==> config.mk <==
export PLATFORM = sky130hd
export DESIGN_NAME = if_stage
export DESIGN_NICKNAME = d
export VERILOG_FILES = /design/src/rtl/riscv_pkg.sv /design/src/rtl/if_id_reg.sv /design/src/rtl/if_stage.sv
export SDC_FILE = /design/constraint.sdc
export NUM_CORES = 1
export LEC_CHECK = 0
export CAP_MARGIN = 5
export CORE_ASPECT_RATIO = 1.5
export CORE_MARGIN = 2
export CORE_UTILIZATION = 41
export CTS_CLUSTER_DIAMETER = 50
export DETAILED_ROUTE_END_ITERATION = 16
export PLACE_DENSITY_LB_ADDON = 0.12
export SETUP_SLACK_MARGIN = 0.5
export SYNTH_ARGS = -nofsm -noshare
export SYNTH_HDL_FRONTEND = slang
export SYNTH_SLANG_ARGS = --single-unit
==> constraint.sdc <==
create_clock -name clk -period 3.21 [get_ports clk]
set_clock_uncertainty 0.1 [all_clocks]
set_input_delay 0.321 -clock clk [delete_from_list [all_inputs] [get_ports clk]]
set_output_delay 0.321 -clock clk [all_outputs]
set_load 0.05 [all_outputs]
==> src/rtl/riscv_pkg.sv <==
// Shared pipeline definitions: machine width, canonical NOP and the IF/ID payload.
// Also holds the fetch-action encoding used by the IF stage priority logic.
package riscv_pkg;

    localparam int XLEN = 32;

    // addi x0, x0, 0
    localparam logic [31:0] NOP_INSTR = 32'h0000_0013;

    typedef struct packed {
        logic [31:0] pc;
        logic [31:0] instr;
        logic        valid;
    } if_id_t;

    localparam if_id_t IF_ID_BUBBLE = '{pc: 32'h0, instr: NOP_INSTR, valid: 1'b0};

    // One action per rising edge, listed lowest to highest priority.
    typedef enum logic [1:0] {
        ACT_FETCH    = 2'd0,
        ACT_WAIT     = 2'd1,
        ACT_HOLD     = 2'd2,
        ACT_REDIRECT = 2'd3
    } fetch_action_e;

    function automatic logic [31:0] word_align(input logic [31:0] addr);
        return addr & ~32'd3;
    endfunction

endpackage

==> src/rtl/if_id_reg.sv <==
// IF/ID pipeline register: bubble overrides load, otherwise the contents hold.
// Reset and bubble both produce the canonical NOP with valid cleared.
module if_id_reg
    import riscv_pkg::*;
(
    input  logic   clk,
    input  logic   rst,
    input  logic   load,
    input  logic   bubble,
    input  if_id_t d,
    output if_id_t q
);

    if_id_t q_r;

    always_ff @(posedge clk or posedge rst) begin
        if (rst) begin
            q_r <= IF_ID_BUBBLE;
        end else if (bubble) begin
            q_r <= IF_ID_BUBBLE;
        end else if (load) begin
            q_r <= d;
        end
    end

    assign q = q_r;

endmodule

==> src/rtl/if_stage.sv <==
// Instruction fetch stage: PC register, redirect/stall/wait priority and IF/ID handoff.
// Define IF_STAGE_PERF_CNT_EN to build the flush/stall performance counters.
module if_stage #(
    parameter logic [31:0] RESET_PC = 32'h0000_0000,
    parameter int          XLEN     = 32
) (
    input  logic            clk,
    input  logic            rst,
    input  logic            stall,
    input  logic            branch_taken,
    input  logic [XLEN-1:0] branch_target,
    output logic [XLEN-1:0] imem_addr,
    input  logic [XLEN-1:0] imem_rdata,
    input  logic            imem_ready,
    output logic [XLEN-1:0] if_id_pc,
    output logic [XLEN-1:0] if_id_instr,
    output logic            if_id_valid,
    output logic            flush,
    output logic [XLEN-1:0] perf_flush_cnt,
    output logic [XLEN-1:0] perf_stall_cnt
);
    import riscv_pkg::*;

    // Memory handshake: imem_addr is presented for the whole cycle; imem_rdata is
    // consumed on a rising edge only when imem_ready=1 there, otherwise the PC is
    // held and the same address is presented again. There is no request strobe.

    logic [XLEN-1:0] pc_q;
    logic [XLEN-1:0] pc_next;
    logic [XLEN-1:0] pc_plus4;
    fetch_action_e   action;
    if_id_t          if_id_d;
    if_id_t          if_id_q;
    logic            if_id_load;
    logic            if_id_bubble;

    always_comb begin
        if (branch_taken) begin
            action = ACT_REDIRECT;
        end else if (stall) begin
            action = ACT_HOLD;
        end else if (!imem_ready) begin
            action = ACT_WAIT;
        end else begin
            action = ACT_FETCH;
        end
    end

    // Natural wrap modulo 2^32 at the top of the address space.
    assign pc_plus4 = pc_q + XLEN'(4);

    always_comb begin
        pc_next = pc_q;
        case (action)
            ACT_REDIRECT: pc_next = word_align(branch_target);
            ACT_FETCH:    pc_next = pc_plus4;
            default:      pc_next = pc_q;
        endcase
    end

    always_ff @(posedge clk or posedge rst) begin
        if (rst) begin
            pc_q <= word_align(RESET_PC);
        end else begin
            pc_q <= pc_next;
        end
    end

    assign imem_addr = pc_q;

    assign if_id_d      = '{pc: pc_q, instr: imem_rdata, valid: 1'b1};
    assign if_id_load   = (action == ACT_FETCH);
    assign if_id_bubble = (action == ACT_REDIRECT) || (action == ACT_WAIT);

    if_id_reg u_if_id_reg (
        .clk    (clk),
        .rst    (rst),
        .load   (if_id_load),
        .bubble (if_id_bubble),
        .d      (if_id_d),
        .q      (if_id_q)
    );

    assign if_id_pc    = if_id_q.pc;
    assign if_id_instr = if_id_q.instr;
    assign if_id_valid = if_id_q.valid;

    // Not gated by reset so the downstream squash tracks EX even while IF is held.
    assign flush = branch_taken;

`ifdef IF_STAGE_PERF_CNT_EN
    logic [XLEN-1:0] flush_cnt_q;
    logic [XLEN-1:0] stall_cnt_q;

    always_ff @(posedge clk or posedge rst) begin
        if (rst) begin
            flush_cnt_q <= '0;
            stall_cnt_q <= '0;
        end else begin
            if (branch_taken) begin
                flush_cnt_q <= flush_cnt_q + XLEN'(1);
            end
            if (action == ACT_HOLD) begin
                stall_cnt_q <= stall_cnt_q + XLEN'(1);
            end
        end
    end

    assign perf_flush_cnt = flush_cnt_q;
    assign perf_stall_cnt = stall_cnt_q;
`else
    assign perf_flush_cnt = '0;
    assign perf_stall_cnt = '0;
`endif

endmodule
==> metrics.csv <==
metric;value;unit
Initial DRC Count;204;
async set-reset flop share out of synthesis;1.00;
master cell of the clock root buffer;sky130_fd_sc_hd__clkbuf_16;
count of TritonRoute iterations in the first routing pass;5;
final wirelength;13.8;mm
leakage power figure;2.87;nW
Slew HR;0.325;
reg2reg setup slack;0.80;ns
via-per-instance ratio;5.40;
Combinational Power Share;0.309;
effective utilization at floorplan;0.420;
end of the critical path;imem_addr[24]$_DFFE_PP0P_;
overall via count from detail_route;4224;
Synth Area per Inst;10.1;µm²
setup TNS after final layout;0;ns
via count of the first global-routing pass;4079;
number of synthesized flops with an enable pin;0;
cell internal power dissipation;2.43;mW
area added between synthesis and finish;38.9;%
highest cell delay on the worst timing path;0.62;ns
die width;92.5;µm
pin count of the biggest net entering global routing;95;
total number of H-tree levels;3;
unrepaired setup endpoints after global routing;false;
sort of element at the start of the critical path;input port;
area of the mapped netlist;4820;µm²
final net count;698;
total CTS buffers;9;
post-synthesis sequential element count;94;
leading register cell type out of synthesis;sky130_fd_sc_hd__dfrtp_1;
switching pwr;1.46;mW
launch instance of the worst register-to-register path;imem_addr[21]$_DFFE_PP0P_;
fraction of power spent switching nets;0.375;
sequential cell area fraction in the yosys report;0.489;
list of cells traversed by the critical path;clkdlybuf4s50_1 > nor2_1 > ha_1 > buf_4 > inv_1 > nand2_1 > o22ai_1 > a211oi_1;
total of hold buffers inserted after clock tree synthesis;0;
I/O Pins;231;
synth unique cells;51;
crit path kind;input port to flop;
post-cts repair resize count;0;
kind of end point of the critical path;flop;
total chip power;3.89;mW
standard-cell row count;48;
TritonCTS clock tree;built;
Core Footprint;11500;µm²
DIE AREA;12700;µm²
peak supply drop;0.342;mV
GPL Wtd Cong;0.925;
Syn. warnings;0;
remaining global-route overflow;0;
power density of the placed cells;581;nW/µm²
maximum achievable frequency;413;MHz
count of antenna diodes in the layout;0;
share of the clock period used by the worst path after layout;0.754;
number of sinks on the clock net;94;
total DRC errors in the routed layout;0;
Buf/Inv on CP;3;
worst-margin pin slew;1.00;ns
count of cells along the worst register-to-register path;4;
family with the most delay on the worst path;buffers and inverters;
arrival time of the worst setup path;2.57;ns
fraction of final layout cells with drive strength greater than 1;0.0601;
largest fanout of any net on the critical path;34;
total of max-cap violations;0;
cell with the largest stage delay on the worst path;sky130_fd_sc_hd__clkdlybuf4s50_1;
antenna-violating nets left;0;
Reg-to-Reg End;imem_addr[30]$_DFFE_PP0P_;
CP required;3.36;ns
number of gates on the worst path with buffers counted;8;
hpwl dp;9.82;mm
Final setup viols;0;
global router's overall resource usage;0.216;
Slew Limit Fails;0;
post-detailed-route wirelength per cell;17.6;µm
final critical path time including I/O delays and setup;2.42;ns
vertical die dimension;137;µm
number of instances in the synthesized netlist;478;
status;finished clean;
worst hold-check path type;input port to async pin;
initial antenna violation count;0;
portion of total power attributed to the clock network;0.318;
number of input and output port buffers inserted;162;
Reg clk slew, reported paths;0.07;ns
count of endpoints failing hold in the final timing report;0;
Post-CTS Setup Repair Bufs;0;
Worst Setup SP;branch_taken;
clock insertion delay at the later pin of the skew report;0.34;ns
number of buffers between clock root and the deepest sink;2;
wire length of the first global-routing pass;21.5;mm
Reg power frac;0.373;
how the worst min path moves through the flow:
stage	from	slack (ns)	endpoint
6_report	rst	0.36	u_if_id_reg.q[26]$_DFFE_PP0P_
3_5_place_dp	u_if_id_reg.q[58]$_DFFE_PP0P_	0.37	u_if_id_reg.q[58]$_DFFE_PP0P_
4_1_cts	u_if_id_reg.q[58]$_DFFE_PP0P_	0.38	u_if_id_reg.q[58]$_DFFE_PP0P_
2_1_floorplan	branch_taken	0.29	u_if_id_reg.q[0]$_DFFE_PP0P_
5_1_grt	u_if_id_reg.q[25]$_DFFE_PP0P_	0.42	u_if_id_reg.q[25]$_DFFE_PP0P_
3_3_place_gp	u_if_id_reg.q[37]$_DFFE_PP0P_	0.37	u_if_id_reg.q[37]$_DFFE_PP0P_
layer usage:
| layer | track usage | vias to the layer above | routed length, µm |
|---|---|---|---|
| met5 | 0 | - | 0 |
| met4 | 0.106 | 0 | 417 |
| met2 | 0.348 | 241 | 6700 |
| met3 | 0.0485 | 27 | 1110 |
| met1 | 0.274 | 2011 | 5580 |
| li1 | - | 1945 | - |
stage by stage:
step	util	worst slack, ns	hold slack, ns	instance area, µm²	cells
final	0.583	0.789	0.356	6690	782
after global routing	0.583	0.581	0.415	6690	782
after CTS	0.583	0.806	0.384	6690	782
after detailed placement	0.553	0.467	0.369	6350	766
after global placement	0.553	0.510	0.366	6350	766
after floorplan	-	0.692	0.294	5070	543
area by class of cell:
class / count / area [µm²]
Clock inverter: 6 / 115
Tap cell: 150 / 188
Inverter: 9 / 37.5
Sequential cell: 94 / 2360
Fill cell: 1000 / 4780
Clock buffer: 10 / 229
Timing Repair Buffer: 171 / 1710
Multi-Input combinational cell: 342 / 2050
state kept, by name, summed over array words and instances (netlist names):
signal / count
imem_addr: 30
u_if_id_reg.q: 64
power groups by stage:
stage,logic [mW],registers [mW],clock network (mW)
after floorplan,0.520,1.78,0
after CTS,1.20,1.45,1.25
after detailed placement,1.20,1.47,0
final,1.20,1.45,1.23
after global routing,1.26,1.47,1.30
after global placement,1.19,1.46,0
worst register-to-register path, cell delays in order, from the launching register on:
cell	delay, ns
sky130_fd_sc_hd__dfrtp_1	0.51
sky130_fd_sc_hd__nand4_1	0.34
sky130_fd_sc_hd__or4_4	0.59
sky130_fd_sc_hd__or4_1	0.53
sky130_fd_sc_hd__a211oi_1	0.24
kinds of logic (layout without fill, tap and decap cells):
group	count (synthesis)	in the layout	synth area share
and+or+nand+nor	136	136	0.145
AOI/OAI and AO/OA	135	135	0.216
buffers and inverters	107	196	0.137
DFF	94	94	0.489
muxes	3	3	0.00623
adders and majority gates	2	2	0.00519
other	1	66	0.000778
layout by cell type, fill, tap and decap left out, types with 2 or more instances in the layout:
master,count
sky130_fd_sc_hd__a211oi_1,4
sky130_fd_sc_hd__a21oi_1,17
sky130_fd_sc_hd__a22o_1,54
sky130_fd_sc_hd__a22oi_1,8
sky130_fd_sc_hd__a311oi_1,5
sky130_fd_sc_hd__a31o_2,3
sky130_fd_sc_hd__a31oi_1,3
sky130_fd_sc_hd__a41o_1,2
sky130_fd_sc_hd__and2_1,3
sky130_fd_sc_hd__and3_1,5
sky130_fd_sc_hd__buf_12,2
sky130_fd_sc_hd__buf_4,7
sky130_fd_sc_hd__bufinv_16,3
sky130_fd_sc_hd__clkbuf_16,9
sky130_fd_sc_hd__clkdlybuf4s50_1,162
sky130_fd_sc_hd__clkinvlp_4,2
sky130_fd_sc_hd__conb_1,66
sky130_fd_sc_hd__dfrtp_1,91
sky130_fd_sc_hd__dfstp_2,3
sky130_fd_sc_hd__ha_1,2
sky130_fd_sc_hd__inv_1,8
sky130_fd_sc_hd__inv_6,2
sky130_fd_sc_hd__mux2i_1,3
sky130_fd_sc_hd__nand2_1,26
sky130_fd_sc_hd__nand2b_1,2
sky130_fd_sc_hd__nand3_1,18
sky130_fd_sc_hd__nand4_1,10
sky130_fd_sc_hd__nor2_1,30
sky130_fd_sc_hd__nor2b_1,3
sky130_fd_sc_hd__nor3_1,15
sky130_fd_sc_hd__nor4_1,7
sky130_fd_sc_hd__o21ai_0,12
sky130_fd_sc_hd__o22a_1,5
sky130_fd_sc_hd__o22ai_1,5
sky130_fd_sc_hd__o311ai_0,3
sky130_fd_sc_hd__o31ai_1,2
sky130_fd_sc_hd__o41ai_1,3
sky130_fd_sc_hd__or3_1,7
sky130_fd_sc_hd__or4_1,2
synthesized netlist by cell type, types with 7 or more instances:
| library cell | number | area (µm²) |
|---|---|---|
| sky130_fd_sc_hd__nand4_1 | 10 | 62.6 |
| sky130_fd_sc_hd__nor4_1 | 7 | 43.8 |
| sky130_fd_sc_hd__inv_1 | 9 | 33.8 |
| sky130_fd_sc_hd__a21oi_1 | 17 | 85.1 |
| sky130_fd_sc_hd__a22oi_1 | 8 | 60.1 |
| sky130_fd_sc_hd__nand3_1 | 18 | 90.1 |
| sky130_fd_sc_hd__nand2_1 | 26 | 97.6 |
| sky130_fd_sc_hd__o21ai_0 | 12 | 60.1 |
| sky130_fd_sc_hd__buf_4 | 69 | 518 |
| sky130_fd_sc_hd__a22o_1 | 54 | 473 |
| sky130_fd_sc_hd__nor3_1 | 15 | 75.1 |
| sky130_fd_sc_hd__clkbuf_1 | 25 | 93.8 |
| sky130_fd_sc_hd__or3_1 | 7 | 43.8 |
| sky130_fd_sc_hd__nor2_1 | 30 | 113 |
| sky130_fd_sc_hd__dfrtp_1 | 91 | 2280 |
Note: power is estimated with default switching activity, not from simulation.
==> variant, RTL diff (same settings) <==
Add an input register stage for `branch_target`, cleared by the reset; this delays it by one clock. The other inputs are not delayed to match.
--- a/src/rtl/if_stage.sv
+++ b/src/rtl/if_stage.sv
@@ -20,6 +20,16 @@
     output logic [XLEN-1:0] perf_stall_cnt
 );
     import riscv_pkg::*;
+
+    logic [XLEN-1:0] branch_target_q;
+
+    always_ff @(posedge clk or posedge rst) begin
+        if (rst) begin
+            branch_target_q <= '0;
+        end else begin
+            branch_target_q <= branch_target;
+        end
+    end
 
     // Memory handshake: imem_addr is presented for the whole cycle; imem_rdata is
     // consumed on a rising edge only when imem_ready=1 there, otherwise the PC is
@@ -52,7 +62,7 @@
     always_comb begin
         pc_next = pc_q;
         case (action)
-            ACT_REDIRECT: pc_next = word_align(branch_target);
+            ACT_REDIRECT: pc_next = word_align(branch_target_q);
             ACT_FETCH:    pc_next = pc_plus4;
             default:      pc_next = pc_q;
         endcase
Check against the original RTL: not equivalent (a bounded check fails within 4 cycles, from zero or initial values and one cycle with rst high).
==> variant against the unedited design <==
Via count grew 4.0%; cell area grew 16%; synthesized cell count grew 3.6%; setup slack gained 0.092 ns; synthesized area grew 17%; sequential cell count grew 30; clock power grew 59%; routed wire length grew 4.5%; total power grew 28%; critical path type unchanged; critical endpoint unchanged.
==> variant: results (changes against the unedited design) <==
| Metric | Value |
|---|---|
| Run status | complete, no violations |
| Antenna violations before repair | 0 (unchanged) |
| Number of input and output port buffers inserted | 162 (unchanged) |
| Antenna diode count | 0 (unchanged) |
| Total Nets Final | 716 (+2.6%) |
| Post-CTS setup buffer count | 0 (unchanged) |
| Drt total wl | 14,400 µm (+4.5%) |
| Proportion of cell area occupied by multi-input gates | 26.6% (-4.0 points) |
| Clock-pin transition on the worst setup and hold timing paths | 0.06 ns |
| Number of detailed-route iterations in the first pass | 4 (-1) |
| Iteration-0 DRC count of the detailed router | 199 (-2.5%) |
| Worst supply voltage drop on vdd | 0.000416 V (+21%) |
| Non-clock buffers, area share | 22.5% (-3.1 points) |
| Non-clock inverter count | 5 (-4) |
| Post-synthesis cell count | 495 (+3.6%) |
| Vias per inst | 5.35 (-0.86%) |
| Dominant cells by area after synthesis | dfrtp_1 (54%), buf_4 (9.3%), a22o_1 (9.0%), o22a_1 (2.0%), clkbuf_1 (1.5%) |
| Cells after DPL | 788 (+2.9%) |
| Post-cts sizing count | 0 (unchanged) |
| Worst slew margin relative to its limit | 50.2% (+18 points) |
| TNS Setup | 0 ns (unchanged) |
| Warnings from Yosys | 0 (unchanged) |
| Register share of the cell area | 40.2% (+4.9 points) |
| Count of clock-net buffers in the final layout | 21 (+11) |
| Leading register cell type out of synthesis | dfrtp_1 |
| Ratio of cells with drive above 1 in the final layout | 8.36% (+2.3 points) |
| Number of global-route vias before repair | 4,435 (+8.7%) |
| Number of levels in the clock H-tree | 4 (+1) |
| Hpwl dp | 10,300 µm (+4.7%) |
| Global-route total usage across every layer | 20.3% (-1.3 points) |
| Clk cell area share | 7.79% (+2.7 points) |
| Filler instances | 1,137 (+14%) |
| Global-route wire length before repair | 23,300 µm (+8.3%) |
| Cell area after layout | 0.00774 mm² (+16%) |
| Total number of clock tree sinks | 124 (+32%) |
| Number of non-clock buffers in the layout | 173 (+1.2%) |
| Pin count of the biggest net entering global routing | 45 (-53%) |
| Maximum number of buffers from clock root to sink | 2 (unchanged) |
| Weighted congestion at the end of routability-driven global placement | 0.821 (-11%) |
| Area after detailed placement | 0.00713 mm² (+12%) |
| Top fanout value on the critical path | 14 (-59%) |
| Total leakage power | 3.38 nW (+18%) |
| Clk_lat worst skew | 0.41 ns (+0.07 ns) |
| WL per Instance | 17.6 µm (-0.30%) |
| Sequential share of the synthesized area | 55.1% (+6.2 points) |
| Ys async rst share | 100% (unchanged) |
| Multi-input combinational cell count | 324 (-5.3%) |
| Synth unique cells | 49 (-3.9%) |
| Kind of path behind the tightest hold check | primary input to flip-flop |
| Post-Place Setup Slack | 0.428 ns (-0.0388 ns) |
| Cell types with the highest counts after synthesis | dfrtp_1 (121), buf_4 (70), a22o_1 (58), clkbuf_1 (23), nor2_1 (20) |
| Clock root buffer | clkbuf_16 |
| Inserted Clock Buffers | 17 (+8) |
-- variant: changes by cell type in the layout (fill, tap and decap cells not counted), sizes merged, moves of 9 or more --
cell / change
dfrtp: +30
clkbuf: +11
nand2: -10
nor2: -10
o211ai: +10
o22a: +9
-- variant: logic make-up (layout without fill, tap and decap cells) --
group	count (synthesis)	in the layout	synth area share (%)
adder cells (fa/ha/maj)	2	2	0.444
flip-flops	124	124	55.1
buffers and inverters	112	210	12.8
AND/OR/NAND/NOR	116	116	12.2
multiplexers	1	1	0.178
other	1	66	0.0666
AO/OA/AOI/OAI	139	139	19.2
-- variant: worst max-delay path: stages --
cell	delay, ns
clkdlybuf4s50_1	0.54
nor2_1	0.23
ha_2	0.39
nand2b_1	0.27
buf_4	0.21
or4_1	0.51
nand3_1	0.10
-- variant: per-layer routing --
metal | track usage, % | routed length (µm)
met5 | 0 | 0
met4 | 9.45 | 378
met3 | 4.30 | 748
met2 | 36.1 | 7770
met1 | 23.1 | 5530
-- variant: power breakdown --
group / switching, mW / leakage, nW / internal (mW) / total, mW
Combinational: 0.805 / 1.53 / 0.370 / 1.17
Sequential: 0.149 / 1.56 / 1.69 / 1.84
Clock: 0.687 / 0.293 / 1.26 / 1.95
-- variant: worst paths after layout --
kind | depth (start not counted) | to | slack [ns] | start
max in group asynchronous | 3 | u_if_id_reg.q[39] | 1.94 | rst
hold / removal | 1 | branch_target_q[4] | 0.24 | branch_target[4]
hold reg to reg | 2 | u_if_id_reg.q[60] | 0.37 | u_if_id_reg.q[60]
min in group asynchronous | 2 | u_if_id_reg.q[13] | 0.27 | rst
setup / recovery | 7 | imem_addr[24] | 0.88 | branch_taken
setup reg to reg | 5 | imem_addr[28] | 0.92 | imem_addr[2]
